**config.mk**
```make
export PLATFORM = sky130hd
export DESIGN_NAME = sens_mux_fifo
export DESIGN_NICKNAME = d
export VERILOG_FILES = /design/src/rtl/sens_mux_fifo.sv
export SDC_FILE = /design/constraint.sdc
export NUM_CORES = 1
export LEC_CHECK = 0
export CAP_MARGIN = 15
export CELL_PAD_IN_SITES_DETAIL_PLACEMENT = 1
export CELL_PAD_IN_SITES_GLOBAL_PLACEMENT = 1
export CORE_MARGIN = 2
export CORE_UTILIZATION = 54
export DETAILED_ROUTE_END_ITERATION = 7
export PLACE_DENSITY_LB_ADDON = 0.2
export REMOVE_ABC_BUFFERS = 1
export SLEW_MARGIN = 20
export SYNTH_ARGS = -nofsm -noshare
export SYNTH_HDL_FRONTEND = slang
export SYNTH_SLANG_ARGS = --single-unit
```
**constraint.sdc**
```tcl
create_clock -name clk -period 6.6 [get_ports clk]
set_input_delay 1.32 -clock clk [delete_from_list [all_inputs] [get_ports clk]]
set_output_delay 1.32 -clock clk [all_outputs]
set_load 0.05 [all_outputs]
```
**src/rtl/sens_mux_fifo.sv**
```systemverilog
// sens_mux_fifo: multi-channel sensor ingest buffer.
// Merges NUM_CH sample streams into one shared FIFO through a round-robin arbiter.
// Each channel has a one-entry holding register in front of the arbiter. Each FIFO entry carries
// its source channel tag. Per-channel sticky overflow flags and a saturating drop counter record
// samples that could not be accepted.
//
// Ports
//   clk, rst        system clock, asynchronous active-high reset
//   sens_data       packed samples, channel i at [i*DATA_WIDTH +: DATA_WIDTH]
//   sens_data_val   per-channel sample strobe
//   ch_enable       per-channel enable; disabled channels ignore new samples
//   rd_en           pop request
//   rd_data, rd_ch  registered read sample and its channel tag
//   rd_valid        one-cycle pulse, rd_data/rd_ch valid
//   empty, full     FIFO status
//   almost_full     level >= AFULL_LVL
//   level           entry count, 0..DEPTH
//   ovf_clr         per-channel sticky overflow clear
//   ovf_sticky      per-channel sticky overflow flag
//   drop_cnt        total dropped samples, saturating at 255
module sens_mux_fifo #(
   parameter int unsigned NUM_CH     = 4,
   parameter int unsigned DATA_WIDTH = 8,
   parameter int unsigned DEPTH      = 64,
   parameter int unsigned ADDR_WIDTH = 6,
   parameter int unsigned CH_W       = 2,
   parameter int unsigned AFULL_LVL  = 48
) (
   input  logic                         clk,
   input  logic                         rst,
   input  logic [NUM_CH*DATA_WIDTH-1:0] sens_data,
   input  logic [NUM_CH-1:0]            sens_data_val,
   input  logic [NUM_CH-1:0]            ch_enable,
   input  logic                         rd_en,
   output logic [DATA_WIDTH-1:0]        rd_data,
   output logic [CH_W-1:0]              rd_ch,
   output logic                         rd_valid,
   output logic                         empty,
   output logic                         full,
   output logic                         almost_full,
   output logic [ADDR_WIDTH:0]          level,
   input  logic [NUM_CH-1:0]            ovf_clr,
   output logic [NUM_CH-1:0]            ovf_sticky,
   output logic [7:0]                   drop_cnt
);

   localparam int unsigned PTR_W   = ADDR_WIDTH + 1;
   localparam int unsigned ENTRY_W = CH_W + DATA_WIDTH;

   logic [NUM_CH-1:0]     hold_vld_q, hold_vld_d;
   logic [DATA_WIDTH-1:0] hold_data_q [NUM_CH];
   logic [CH_W-1:0]       rr_ptr_q, rr_ptr_d;

   logic                  grant_any;
   logic [CH_W-1:0]       grant_idx;
   logic [CH_W-1:0]       cand;
   logic [NUM_CH-1:0]     grant_vec;
   logic [NUM_CH-1:0]     load, drop;

   logic [ENTRY_W-1:0]    mem [DEPTH];
   logic [ENTRY_W-1:0]    rd_entry;
   logic [PTR_W-1:0]      wr_ptr_q, rd_ptr_q, wr_ptr_d, rd_ptr_d, level_d;
   logic                  wr_fire, rd_fire;

   logic [NUM_CH-1:0]     ovf_q, ovf_d;
   logic [7:0]            drop_cnt_q, drop_cnt_d;
   logic [15:0]           drop_sum;

   logic [DATA_WIDTH-1:0] rd_data_q;
   logic [CH_W-1:0]       rd_ch_q;
   logic                  rd_valid_q, empty_q, full_q, afull_q;
   logic [PTR_W-1:0]      level_q;

   // Round-robin arbiter: first valid holding register at or after rr_ptr wins.
   // full_q is the registered status of the current state, so a same-cycle pop never
   // makes room for a write.
   always_comb begin
      grant_any = 1'b0;
      grant_idx = '0;
      grant_vec = '0;
      cand      = '0;
      if (!full_q) begin
         for (int unsigned k = 0; k < NUM_CH; k++) begin
            cand = CH_W'((32'(rr_ptr_q) + k) % NUM_CH);
            if (!grant_any && hold_vld_q[cand]) begin
               grant_any = 1'b1;
               grant_idx = cand;
            end
         end
      end
      if (grant_any) begin
         grant_vec[grant_idx] = 1'b1;
      end
      rr_ptr_d = grant_any ? CH_W'((32'(grant_idx) + 1) % NUM_CH) : rr_ptr_q;
   end

   // Holding stage: a granted register can be reloaded in the same cycle it drains.
   always_comb begin
      load       = '0;
      drop       = '0;
      hold_vld_d = '0;
      drop_sum   = {8'd0, drop_cnt_q};
      for (int unsigned i = 0; i < NUM_CH; i++) begin
         load[i]       = sens_data_val[i] & ch_enable[i] & (~hold_vld_q[i] | grant_vec[i]);
         drop[i]       = sens_data_val[i] & ch_enable[i] & hold_vld_q[i] & ~grant_vec[i];
         hold_vld_d[i] = load[i] | (hold_vld_q[i] & ~grant_vec[i]);
         drop_sum      = drop_sum + 16'(drop[i]);
      end
      drop_cnt_d = (drop_sum > 16'd255) ? 8'hFF : drop_sum[7:0];
      // Set wins over a same-cycle clear.
      ovf_d      = (ovf_q & ~ovf_clr) | drop;
   end

   // FIFO pointers and registered status derived from the next pointers.
   always_comb begin
      wr_fire  = grant_any;
      rd_fire  = rd_en & ~empty_q;
      wr_ptr_d = wr_ptr_q + PTR_W'(wr_fire);
      rd_ptr_d = rd_ptr_q + PTR_W'(rd_fire);
      level_d  = wr_ptr_d - rd_ptr_d;
      rd_entry = mem[rd_ptr_q[ADDR_WIDTH-1:0]];
   end

   always_ff @(posedge clk) begin
      if (wr_fire) begin
         mem[wr_ptr_q[ADDR_WIDTH-1:0]] <= {grant_idx, hold_data_q[grant_idx]};
      end
   end

   always_ff @(posedge clk or posedge rst) begin
      if (rst) begin
         hold_vld_q <= '0;
         for (int unsigned i = 0; i < NUM_CH; i++) begin
            hold_data_q[i] <= '0;
         end
         rr_ptr_q   <= '0;
         wr_ptr_q   <= '0;
         rd_ptr_q   <= '0;
         level_q    <= '0;
         empty_q    <= 1'b1;
         full_q     <= 1'b0;
         afull_q    <= 1'b0;
         rd_data_q  <= '0;
         rd_ch_q    <= '0;
         rd_valid_q <= 1'b0;
         ovf_q      <= '0;
         drop_cnt_q <= '0;
      end else begin
         hold_vld_q <= hold_vld_d;
         for (int unsigned i = 0; i < NUM_CH; i++) begin
            if (load[i]) begin
               hold_data_q[i] <= sens_data[i*DATA_WIDTH +: DATA_WIDTH];
            end
         end
         rr_ptr_q   <= rr_ptr_d;
         wr_ptr_q   <= wr_ptr_d;
         rd_ptr_q   <= rd_ptr_d;
         level_q    <= level_d;
         empty_q    <= (level_d == '0);
         full_q     <= (level_d == PTR_W'(DEPTH));
         afull_q    <= (level_d >= PTR_W'(AFULL_LVL));
         rd_valid_q <= rd_fire;
         if (rd_fire) begin
            rd_data_q <= rd_entry[DATA_WIDTH-1:0];
            rd_ch_q   <= rd_entry[ENTRY_W-1:DATA_WIDTH];
         end
         ovf_q      <= ovf_d;
         drop_cnt_q <= drop_cnt_d;
      end
   end

   assign rd_data     = rd_data_q;
   assign rd_ch       = rd_ch_q;
   assign rd_valid    = rd_valid_q;
   assign empty       = empty_q;
   assign full        = full_q;
   assign almost_full = afull_q;
   assign level       = level_q;
   assign ovf_sticky  = ovf_q;
   assign drop_cnt    = drop_cnt_q;

endmodule
```
# After elaboration in Yosys (flattened, before gate mapping)
# Memories as Yosys holds them, arrays and structs flattened. A register that Yosys moved wholly into a read port is not among the register bits.
# Index checks and enable logic that the tools add are counted.
dict set report totals {
  reg_bits 75
  latch_bits 0
  ramBits 640
  mem_bits_ro 0
  in_bits 47
  out_inout_bits 33
  word_cells 117
  n_memories 1
}
# memory depth word_bits read_ports rd_clocked_by_memory_dff wr line_no
set memory_table {}
lappend memory_table {mem 64 10 1 1 1 60} ;# logic [ENTRY_W-1:0] mem [DEPTH];
dict set report classes {
  add_sub_neg 11
  multipliers 0
  div_mod_pow 0
  magnitude_cmp 9
  eq_ne 1
  n_shift 0
  n_mux 30
  bitwise 42
  reduce_logical 8
}
# cell count
set op_table {}
lappend op_table {{$mux 8} 3}
lappend op_table {{$and 1x1->1} 21}
lappend op_table {{$bmux 8 s2} 1}
lappend op_table {{$lt 2x3->1 const B} 5}
lappend op_table {{$mux 1} 15}
lappend op_table {{$add 7x1->7} 2}
lappend op_table {{$add 11x1->12} 1}
lappend op_table {{$gt 12x8->1 const B} 1}
lappend op_table {{$add 10x1->11} 1}
lappend op_table {{$add 9x1->10} 1}
lappend op_table {{$mux 2} 5}
lappend op_table {{$add 8x1->9} 1}
lappend op_table {{$not 1->1} 9}
lappend op_table {{$bmux 1 s2} 4}
lappend op_table {{$or 1x1->1} 8}
lappend op_table {{$eq 7x7->1 const B} 1}
lappend op_table {{$ge 7x6->1 const B} 1}
lappend op_table {{$logic_not 7->1} 1}
lappend op_table {{$sub 7x7->7} 1}
lappend op_table {{$add 2x1->2 const B} 2}
lappend op_table {{$add 2x2->2 const B} 2}
lappend op_table {{$and 4x4->4} 1}
lappend op_table {{$logic_and 1x1->1} 4}
lappend op_table {{$mux 4} 1}
lappend op_table {{other kinds (7)} 9}

# Longest topological paths before layout
dict set report logic_depth {
  word_depth 29
  depth_mapped 18
  mapped_depth_nobuf 17
}

# Worst setup path after synthesis
# No wires, ideal clock.
dict set report synth_path {
  kind {reg2reg}
  from {register hold_vld_q[0]}
  to {register drop_cnt_q[7], in the netlist drop_cnt[7]}
  setup_ps 119
  arrival_ps 4494
  t_required_ps 6481
  path_slack_ps 1987
  path_stages_with_launch 18
  path_buffers 1
  period_less_slack_ps 4613
  path_cell_list {dfrtp_1 -> nand2b_1 -> a21oi_1 -> o21ai_0 -> o21ai_0 -> nand2_1 -> inv_1 -> ha_1 -> inv_1 -> o21ai_0 -> nor2_1 -> fa_1 -> fa_1 -> fa_1 -> and3_1 -> clkbuf_1 -> nand3b_1 -> o21a_1}
}
dict set report synth_between {
  elab_chain_len 29
  elab_cells_between_ends 48
  classes_between {4 x add/sub; 3 x order compare; 25 x mux; 9 x bitwise; 7 x reduce/logical}
}
# element line_no
set synth_lines {}
lappend synth_lines {{start, declared} 50} ;# logic [NUM_CH-1:0] hold_vld_q, hold_vld_d;
lappend synth_lines {{start signal, assigned} 149} ;# hold_vld_q <= hold_vld_d;
lappend synth_lines {{$bmux 1 s2} 85} ;# if (!grant_any && hold_vld_q[cand]) begin
lappend synth_lines {{$mux 1 (not written as such)} 85}
lappend synth_lines {{$mux 1} 85}
lappend synth_lines {{$mux 1} 82} ;# if (!full_q) begin
lappend synth_lines {{$logic_not 1->1} 85}
lappend synth_lines {{$logic_and 1x1->1} 85}
lappend synth_lines {{$mux 1} 85}
lappend synth_lines {{$mux 1} 82}
lappend synth_lines {{[8 not listed]} -}
lappend synth_lines {{named net grant_idx[1]} 55} ;# logic [CH_W-1:0] grant_idx;
lappend synth_lines {{[6 not listed]} -}
lappend synth_lines {{$and 1x1->1} 105} ;# drop[i] = sens_data_val[i] & ch_enable[i] & hold_vld_q[i] & ~grant_vec[i];
lappend synth_lines {{$add 8x1->9} 107} ;# drop_sum = drop_sum + 16'(drop[i]);
lappend synth_lines {{$add 9x1->10} 107}
lappend synth_lines {{$add 10x1->11} 107}
lappend synth_lines {{$add 11x1->12 *} 107}
lappend synth_lines {{$gt 12x8->1} 109} ;# drop_cnt_d = (drop_sum > 16'd255) ? 8'hFF : drop_sum[7:0];
lappend synth_lines {{$mux 8 *} 109}
lappend synth_lines {{named net drop_cnt_d[7]} 66} ;# logic [7:0] drop_cnt_q, drop_cnt_d;
lappend synth_lines {{end signal, assigned} 168} ;# drop_cnt_q <= drop_cnt_d;
lappend synth_lines {{end, declared} 66}
# The timed path passes the listed nets; every way through them passes the cells marked *. The select of a mux whose other input is x is not followed.
# A chain may end at the register's enable or synchronous reset.

# Final worst setup path
dict set report layout_path {
  from {register hold_vld_q[0]}
  to {register drop_cnt_q[3], in the netlist drop_cnt[3]}
}
# The elaborated chain is that of the path after synthesis.

==> qor.txt <==
final hold violation count: 0
Chip Width: 235 um
CP peak stage delay: 560 ps
Ys Warns: 0
Yosys top cell area share: 66.8%
initial antenna violation count: 2
CTS root buffer: clkbuf_16
Layout Skew: 14.7 ps
worst slew pin tran: 1110 ps
gp weighted congestion: 0.882
setup bufs post-CTS: 0
Critical-path top delay cell: buf_4
met3 Use GR: 3.74%
Post-synth EDFFs: 640
worst endpoint required time: 7090 ps
Synth Flop Type: edfxtp_1
clk buf depth: 3
final setup vio count: 0
Final min period: 4760 ps
crit end category: register
CP arrival: 5250 ps
IO Port Bufs: 79
Rows: 84
Hold/Removal Path Class: register to register
critical path type: register to register
status: completed
CTS Hold Bufs: 0
Netlist cell types: 53
Fmax: 210 MHz
clock sink total: 725
startpoint types: register
routed len/inst: 29.9 um
IO Count: 80
Global Route Usage Sum: 25.6%
RSZ-0062 raised after global routing: no
CTS buffer count: 75
worst skew pair latency: 620 ps
synthesized area: 28800 sq um
met2 GRT Util: 42.4%
crit-path cells: nand2b_1 -> a21oi_1 -> o21ai_0 -> o21ai_0 -> nand2_1 -> buf_4 -> inv_2 -> buf_4 -> ha_1 -> inv_1 -> o21ai_0 -> nor2_1 -> fa_1 -> fa_1 -> fa_1 -> and3_1 -> nand3_1 -> nand2_1
asr flop ratio synth: 11.7%
H-tree depth: 3
Max-Cap Viols: 0
total grt overflow: 0
# resized after CTS: 0
layout cells sized above 1: 20.9%
Area contributors post-synth: edfxtp_1, mux4_2, dfrtp_1, mux2i_1, mux4_1
Via-to-Cell Ratio: 6.30
die area: 55200 sq um
Initial Util: 54.7%
CP top delay family: adder cells
cell taking the most area after synthesis: edfxtp_1
commonest non-fill, non-tap cell in the layout: edfxtp_1
Routed Antenna Nets: 0
period utilization: 72.1%
Final HPWL DP: 41700 um
die span in y: 235 um
Worst slew margin: 26.1%
Post-route DRC: 0
largest net degree at the start of global routing: 84
Final Worst Setup Slack: 1840 ps
CTS tree: done
CP bufs+invs: 4
Pre-Repair DR Iteration Count: 5
NumNets Final: 1632
clock-pin slew on the worst setup and hold paths: 60 ps
grt peak-use layer: met2
Mapped Cells: 1452
Placeable Area: 52700 sq um
drt total wl: 69200 um
via count: 14600
Synth Register Bits: 725
number of global-route vias before repair: 15700
P&R area growth vs syn: 14.8%
most frequent cells in the layout: edfxtp_1, mux4_2, mux2i_1
GR Util met1: 35.5%
first-pass GRT wire length: 104000 um
max-slew violation count: 0
Seq/Total Area, Yosys: 74.1%
initial drt markers: 1439
Antenna diodes: 0
Place WS: 1880 ps
crit-path max FO: 66
syn avg cell area: 19.8 sq um
synthesized netlist by cell type, drive strengths merged, types with 2 or more instances:
cell type and n:
edfxtp 640, mux4 148, mux2i 108, dfrtp 84, nor2 81, buf 44
nand2 40, mux2 32, clkbuf 29, inv 28, o21ai 20, a21oi 19
o221ai 18, ha 15, nand3 14, o22ai 14, nor2b 13, a211oi 11
and3 10, xnor2 10, xor2 10, a221oi 8, a211o 7, nand3b 6
a31oi 5, nand2b 5, nor3 5, fa 4, nor4 3, a2111oi 2
or4 2
area by class of cell:
class | instances | area [sq um]
Clock buffer | 95 | 2090
Clock inverter | 42 | 508
Fill cell | 4382 | 19600
Inverter | 28 | 108
Multi-Input combinational cell | 626 | 7090
Sequential cell | 725 | 21400
Tap cell | 688 | 861
Timing Repair Buffer | 110 | 1040
per-layer routing:
| layer | wire length, um | vias to the layer above |
|---|---|---|
| met5 | 13 | - |
| met4 | 1620 | 2 |
| met1 | 28600 | 7762 |
| met2 | 34600 | 574 |
| met3 | 4280 | 110 |
| li1 | - | 6134 |
flip-flops by register name, summed over array words and instances, names as in the netlist:
| signal | count |
|---|---|
| full | 1 |
| empty | 1 |
| almost_full | 1 |
| rd_valid | 1 |
| wr_ptr_q | 7 |
| drop_cnt | 8 |
| rd_ch | 2 |
| rd_ptr_q | 7 |
| hold_vld_q | 4 |
| rr_ptr_q | 2 |
| hold_data_q | 32 |
| ovf_sticky | 4 |
| level | 7 |
| mem | 640 |
| rd_data | 8 |
metrics by stage:
| stage | std cells | utilization (%) | cell area, sq um | TNS [ps] | hold WS, ps |
|---|---|---|---|---|---|
| 3_5_place_dp | 2177 | 57.8 | 30400 | 0 | 496 |
| 6_report | 2314 | 62.8 | 33000 | 0 | 492 |
| 5_1_grt | 2314 | 62.8 | 33000 | 0 | 518 |
| 4_1_cts | 2314 | 62.7 | 33000 | 0 | 499 |
| 2_1_floorplan | 1379 | - | 28400 | -896420 | 449 |
| 3_3_place_gp | 2177 | 57.7 | 30400 | 0 | 474 |
worst reg2reg max path: stages (launching register included):
cell and delay (ps):
dfrtp_1 450, nand2b_1 210, a21oi_1 160, o21ai_0 90, o21ai_0 80, nand2_1 70
buf_4 240, inv_2 70, buf_4 560, ha_1 290, inv_1 50, o21ai_0 360
nor2_1 130, fa_1 490, fa_1 440, fa_1 410, and3_1 220, nand3_1 230
nand2_1 90
worst paths after layout:
| kind | slack (ps) | depth (start not counted) | startpoint | end |
|---|---|---|---|---|
| worst max-delay path | 1840 | 18 | hold_vld_q[0] | drop_cnt[3] |
| worst min-delay path | 490 | 1 | rd_ptr_q[6] | rd_ptr_q[6] |
| worst max register to register | 1840 | 18 | hold_vld_q[0] | drop_cnt[3] |
| worst min register to register | 490 | 1 | rd_ptr_q[6] | rd_ptr_q[6] |
| max in group asynchronous | 4360 | 3 | rst | rd_ptr_q[0] |
| min in group asynchronous | 1120 | 2 | rst | hold_data_q[3] |
kinds of logic (layout without fill, tap and decap cells):
kind of cell | after synthesis | count (layout) | synth area share (%)
mux | 288 | 288 | 16.8
fa+ha+maj | 19 | 19 | 0.930
compound gates | 115 | 115 | 2.77
flops | 725 | 725 | 74.1
buf+inv | 101 | 275 | 1.78
xor+xnor | 20 | 20 | 0.608
simple gates | 184 | 184 | 2.92
Power is not shown: default switching activity piles up to over one toggle a cycle in this logic, so the estimate is an artifact.
